<file path="config.mk">
export PLATFORM = sky130hd
export DESIGN_NAME = input_vc_controller_base
export DESIGN_NICKNAME = d
export VERILOG_FILES = /design/src/rtl/input_vc_controller_base.sv
export SDC_FILE = /design/constraint.sdc
export NUM_CORES = 1
export LEC_CHECK = 0
export CAP_MARGIN = 40
export CORE_UTILIZATION = 30
export CTS_BUF_LIST = sky130_fd_sc_hd__clkbuf_16
export CTS_CLUSTER_SIZE = 25
export DETAILED_ROUTE_END_ITERATION = 6
export RECOVER_POWER = 50
export REMOVE_ABC_BUFFERS = 1
export SLEW_MARGIN = 25
export SYNTH_ARGS = -nofsm -noshare
export SYNTH_HDL_FRONTEND = slang
export SYNTH_SLANG_ARGS = --single-unit
</file>
<file path="constraint.sdc">
create_clock -name clk -period 1.7 [get_ports clk]
set_input_delay 0.34 -clock clk [delete_from_list [all_inputs] [get_ports clk]]
set_output_delay 0.34 -clock clk [all_outputs]
set_load 0.005 [all_outputs]
</file>
<file path="src/rtl/input_vc_controller_base.sv">
// Input VC controller: per-VC flit FIFO, IDLE/VA/ACTIVE state machine and upstream credit return.
// Optional protocol error detection is compiled in with INVC_ERR_CHECK_EN.
`ifndef DW
`define DW 8
`endif
`ifndef BUF_DEPTH_LOG
`define BUF_DEPTH_LOG 2
`endif
`ifndef HEAD
`define HEAD 2'b01
`endif
`ifndef TAIL
`define TAIL 2'b10
`endif

module input_vc_controller_base #(
  parameter logic [1:0] VCID = 2'd0
) (
  input  logic           clk,
  input  logic           rstn,
  input  logic           valid,
  input  logic [`DW-1:0] data,
  output logic           credit_upd,
  output logic           va_req,
  input  logic           va_grant,
  output logic [`DW-1:0] flit_out,
  output logic           flit_out_valid,
  input  logic           sa_grant,
  output logic           err
);
  localparam int unsigned DW    = `DW;
  localparam int unsigned AW    = `BUF_DEPTH_LOG;
  localparam int unsigned PW    = AW + 1;
  localparam int unsigned DEPTH = 1 << AW;
  localparam logic [PW-1:0] PEND_INIT = PW'(DEPTH - 1);

  localparam logic [1:0] S_IDLE   = 2'd0;
  localparam logic [1:0] S_VA     = 2'd1;
  localparam logic [1:0] S_ACTIVE = 2'd2;

  logic [DW-1:0] mem [DEPTH];
  logic [PW-1:0] wr_ptr, rd_ptr;
  logic [PW-1:0] pend_cnt, pend_nxt;
  logic [1:0]    state, state_nxt;
  logic [1:0]    front_type;
  logic          empty, full, vc_match, push, pop;

  assign empty      = (wr_ptr == rd_ptr);
  assign full       = (wr_ptr[AW] != rd_ptr[AW]) && (wr_ptr[AW-1:0] == rd_ptr[AW-1:0]);
  assign flit_out   = mem[rd_ptr[AW-1:0]];
  assign front_type = flit_out[DW-3:DW-4];

  assign va_req         = (state == S_VA);
  assign flit_out_valid = (state == S_ACTIVE) && !empty;
  assign pop            = sa_grant && flit_out_valid;
  assign vc_match       = valid && (data[DW-1:DW-2] == VCID);
  // A full FIFO still takes a flit when the front slot frees in the same cycle.
  assign push           = vc_match && (!full || pop);

  always_ff @(posedge clk) begin
    if (push) mem[wr_ptr[AW-1:0]] <= data;
  end

  always_ff @(posedge clk or negedge rstn) begin
    if (!rstn) begin
      wr_ptr <= '0;
      rd_ptr <= '0;
    end else begin
      if (push) wr_ptr <= wr_ptr + PW'(1);
      if (pop)  rd_ptr <= rd_ptr + PW'(1);
    end
  end

  // Credits owed upstream: one emitted per cycle, one added per freed slot.
  always_comb begin
    pend_nxt = pend_cnt;
    if (pend_cnt != '0) pend_nxt = pend_nxt - PW'(1);
    if (pop)            pend_nxt = pend_nxt + PW'(1);
  end

  always_ff @(posedge clk or negedge rstn) begin
    if (!rstn) begin
      pend_cnt   <= PEND_INIT;
      credit_upd <= 1'b0;
    end else begin
      pend_cnt   <= pend_nxt;
      credit_upd <= (pend_cnt != '0);
    end
  end

  always_ff @(posedge clk or negedge rstn) begin
    if (!rstn) state <= S_IDLE;
    else       state <= state_nxt;
  end

  always_comb begin
    state_nxt = state;
    case (state)
      S_IDLE:   if (!empty && front_type == `HEAD) state_nxt = S_VA;
      S_VA:     if (va_grant) state_nxt = S_ACTIVE;
      S_ACTIVE: if (pop && front_type == `TAIL) state_nxt = S_IDLE;
      default:  state_nxt = S_IDLE;
    endcase
  end

`ifdef INVC_ERR_CHECK_EN
  logic err_q;
  logic err_set;

  assign err_set = (vc_match && full && !pop)
                || (state == S_IDLE && !empty && front_type != `HEAD)
                || (pend_nxt == PW'(DEPTH));

  always_ff @(posedge clk or negedge rstn) begin
    if (!rstn) err_q <= 1'b0;
    else       err_q <= err_q | err_set;
  end

  assign err = err_q;
`else
  assign err = 1'b0;
`endif

endmodule
</file>
# After elaboration in Yosys (flattened, before gate mapping)
# Memory sizes are Yosys's and may differ from the RTL's.
# Cells that the tools add are included.
[classes]
n_eq_ne = 10
n_reduce_logical = 14
muxes = 8
add_sub_neg = 4
[ops]
columns = ["operator", "count"]
rows = [
  ["$add A3 B1 Y3 const B", 3],
  ["$logic_and A1 B1 Y1", 7],
  ["$mux W2", 3],
  ["$mux W3", 2],
  ["$pmux W2 S3", 1],
  ["$eq A2 B1 Y1 const B", 2],
  ["$eq A2 B2 Y1 const B", 2],
  ["$logic_not A2 Y1", 2],
  ["$ne A2 B1 Y1 const B", 2],
  ["$eq A3 B3 Y1", 1],
  ["$reduce_and A3 Y1", 1],
  ["$reduce_bool A3 Y1", 1],
  ["$sub A3 B1 Y3 const B", 1],
  ["$eq A2 B2 Y1", 1],
  ["$logic_not A1 Y1", 2],
  ["$mux W1", 2],
  ["$ne A2 B2 Y1 const B", 1],
  ["$logic_or A1 B1 Y1", 1],
  ["$ne A1 B1 Y1", 1],
]
[word_totals]
ff_bits = 12
wordCells = 42
inputBits = 13
mem_count = 1
output_inout_bits = 12
ram_bits = 32
[mem_list]
columns = ["name", "depth", "width", "read_ports", "rd_clocked_by_memory_dff", "write_ports", "line_no", "source"]
rows = [
  ["mem", 4, 8, 1, 0, 1, "41", "logic [DW-1:0] mem [DEPTH];"],
]

# Depth between registers and ports, before layout
# Gate-level depths: netlist of the first run.
[depth]
ltp_word = 8
depth_mapped = 8
ltp_nobuf = 8

# Least setup slack after synthesis of the first run
# Ideal clock, no wire load.
[synth_timing]
path_type = "register to register"
startpoint = "register rd_ptr[0]"
endpoint = "register state[0]"
required_ns = 1.623
stages_incl_launch_ff = 5
setup_slack_ns = -0.020
synth_period_minus_slack_ns = 1.720
n_path_buf = 1
setup_time_ns = 0.077
arrival_time_ns = 1.642
path_cell_list = "dfrtp_1 buf_6 mux4_2 or4b_1 a21oi_1"
[synth_via]
elab_cells_between_ends = 12
cone_classes = "eq/ne: 5; reduce/logical: 6; memory: 1"
[synth_rtl]
columns = ["element", "line_no", "source"]
rows = [
  ["from (decl)", "42", "logic [PW-1:0] wr_ptr, rd_ptr;"],
  ["from (signal assigned)", "70", "if (pop) rd_ptr <= rd_ptr + PW'(1);"],
  ["$mem_v2 Z4 W8 *", "-", ""],
  ["named net flit_out[5]", "26", "output logic [`DW-1:0] flit_out,"],
  ["$eq A2 B1 Y1 (no line) / $eq A2 B2 Y1 (equally long branches)", "-", ""],
  ["$logic_and A1 B1 Y1 (no line)", "-", ""],
  ["$ne A2 B2 Y1 (no line) / $ne A2 B1 Y1 (equally long branches)", "-", ""],
  ["$reduce_and A3 Y1 (no line) *", "-", ""],
  ["to (signal assigned)", "93", "else state <= state_nxt;"],
  ["to (decl)", "44", "logic [1:0] state, state_nxt;"],
]
# Mark *: on every way through the listed nets, which the timed path passes. The rest lies on a longest branch.
# A chain may end at the register's enable or synchronous reset.

# Final worst setup path of the first run
[layout_timing]
startpoint = "register rd_ptr[0]"
endpoint = "output port flit_out[5]"
[layout_via]
elab_chain_len = 1
[layout_rtl]
columns = ["element", "line_no"]
rows = [
  ["$mem_v2 Z4 W8", "-"],
  ["to (decl)", "26"],
]
# Every way passes these cells.

==> metrics.txt, run 1 <==
grt total ovfl 0; vias in the first global route 1236; most common cell after layout, fill and taps aside edfxtp_1; CTS Buffer Depth 2; Power Density 1730 nW/um2; Finished Layout Cells 241; Max Cap Viol 0; Yosys reg bits 44; critical path required time 1.36 ns; Area growth syn-to-layout 39.9%; top cell type's share of synthesized area 0.506; Reg-to-Reg Start rd_ptr[0]; root buf cell clkbuf_16; fmax 529 MHz; Hold WC Path Type register to register; Critical Path Source Type register; critical setup path kind register to output pin; post-synthesis cell area 1900 um2; Vias 1083; synthesized area per cell 17.6 um2; CP startpoint rd_ptr[0]; Clock Sinks 44; CTS H-tree depth 2; post-route clock period utilization 1.11; initial antenna violation count 0; Critical Path Stages 4; most frequent cells in the layout 32 x edfxtp_1, 19 x buf_4, 12 x buf_6, 10 x dfrtp_1; Clock Latency Late Sink 0.28 ns; CP Max Fanout 5; setup slack, reg-to-reg -0.15 ns; worst rel slew slack 0.610; CTS Buf Count 5; Max Slew Vio Count 0; Hold Vio Cnt, Final 0; Placed Cells 219; Clock transition at path regs 0.06 ns; layout cell share with drive strength beyond 1 0.446; CTS Hold Bufs 0; Synth area leader edfxtp_1; Final Cell Area 2660 um2; max incr delay on CP 0.53 ns; Worst Path Buf+Inv 3; Post-DRT Antenna Nets 0; clk_skew 0.00342 ns; num rows 28; failing checks negative setup slack; adder and majority gate portion of the synthesized area 0.0527; Port Buffer Count 23; Worst Setup End Kind output pin; CP most frequent cell buf_6; Final Net Count 186; Seq/Total Area, Yosys 0.666; Top Family by Delay on Critical Path multiplexers; Final min period 1.89 ns; largest net degree at the start of global routing 14; Post-Synth XOR/XNOR Area 0.0461; Die X 81.5 um; Final GP Congestion 0.758; R2R depth 5; Layout fillers 551; Crit-path slowest cell mux4_2; DR WL/cell 16.0 um; router iterations before antenna repair 6; Die ar. 6650 um2; Top Ports 25; Final Setup Violations 44; Vias/cell 4.49; synth warn 0; CP Cell Sequence buf_6 -> buf_6 -> mux4_2 -> buf_6; gate count after technology mapping 108; DR iter-0 viols 51; hpwl dp 2480 um; compound-gate portion of the synthesized area 0.0112; drt drc 0; drt total wl 3840 um; n_diodes 0; Leak Pwr 1.05 nW; hold depth 1; first-pass GRT wire length 6090 um; Worst Max-Slew Pin Slew 0.584 ns; setup ws final -0.189 ns; Peak VDD IR 0.000893 V; Worst R2R End state[0]; Die Y 81.5 um; mux contribution to synthesized area 0.132; CTS tree done; RSZ-0062 raised after global routing true; Initial Utilization 0.315; largest cells by area after synthesis edfxtp_1 51%, dfrtp_1 13%, mux4_1 9.7%; largest family of logic cells by synthesized area multiplexers; Simple-Gate Fraction of Synth Area 0.0699; CP Capture Point flit_out[5]; status finished, violations left; core footprint 6030 um2; placed cell area 2360 um2; Synth cell types 28; WP data arrival 1.55 ns; GRT Total Usage 0.128
## worst min-delay path by stage
stage	from	to	slack, ns
final	rd_ptr[2]	rd_ptr[2]	0.49
after global routing	rd_ptr[2]	rd_ptr[2]	0.52
after CTS	rstn	state[0]	0.44
after detailed placement	wr_ptr[2]	wr_ptr[2]	0.48
after global placement	state[1]	state[0]	0.46
after floorplan	rstn	credit_upd	0.04
## worst reg2reg max path: stages (launching register included)
cell and delay, ns:
dfrtp_1 0.38, buf_6 0.13, buf_6 0.09, mux4_2 0.53, or4b_1 0.50, a21oi_2 0.16
## per-stage QoR
stage	hold slack [ns]	setup slack (ns)	TNS (ns)	total power, mW	utilization
2_1_floorplan	0.0444	-0.156	-0.244	2.29	-
3_3_place_gp	0.461	-0.196	-6.27	2.92	0.391
3_5_place_dp	0.483	-0.211	-6.71	3.00	0.391
4_1_cts	0.438	-0.194	-3.11	4.35	0.424
5_1_grt	0.516	-0.252	-6.15	4.86	0.441
6_report	0.493	-0.189	-4.09	4.60	0.441
## layout make-up
class,count,area [um2],share of cell area
clock buffer,5,125,0.0471
clock inverter,3,38.8,0.0146
inverter,4,15.0,0.00566
multi-input combinational,57,658,0.248
sequential,44,1260,0.476
tap,75,93.8,0.0353
timing repair buffer,53,460,0.173
## timing repair
action | in CTS | in global routing
pin swaps | 9 | 3
setup buffers | 12 | 5
gates resized for setup | 58 | 14
endpoints found under the setup margin | 37 | 50
## kinds of logic after synthesis
kind of cell | Yosys count
flip-flops | 44
AND/OR/NAND/NOR | 22
multiplexers | 12
XOR/XNOR | 10
adder cells (fa/ha/maj) | 8
buffers and inverters | 7
AO/OA/AOI/OAI | 4
other | 1
## Yosys cell counts
master and number:
nand2_1 3, ha_1 8, dfrtp_1 10, nor2_1 4, inv_1 4, and2_1 3, nand4b_1 1, edfxtp_1 32
mux4_1 7, or4b_1 1, xnor2_1 6, a31oi_1 1, nor4b_1 1, xor2_1 4, and3_1 2, buf_6 1
mux4_2 1, mux2_2 3, buf_4 1, nand2b_1 4, buf_2 1, nor2b_1 1, mux2i_1 1, and4_1 1
dfstp_2 2, a21oi_1 3, nand3b_1 1, conb_1 1
## layer usage
metal,part of all wire,vias up,GRT usage
met5,0,-,0
met4,0.0065,0,0.0268
met3,0.037,5,0.0411
met2,0.53,23,0.228
met1,0.42,541,0.151
li1,-,514,-
## sequential cells by signal, summed over array words and instances, names as in the netlist
register    count
state           2
mem            32
pend_cnt        3
wr_ptr          3
credit_upd      1
rd_ptr          3
## report_power, final
group          switching, mW  internal, mW
registers              0.120          1.37
clock network          0.365         0.684
logic                  0.835          1.23
total                   1.32          3.28
Note: power is estimated with default switching activity, not from simulation.
==> run 2: changes to the inputs <==
CTS_CLUSTER_DIAMETER = 200   (was default)
==> results of run 2 <==
Final layout, timing and power as in run 1 (identical DEF).
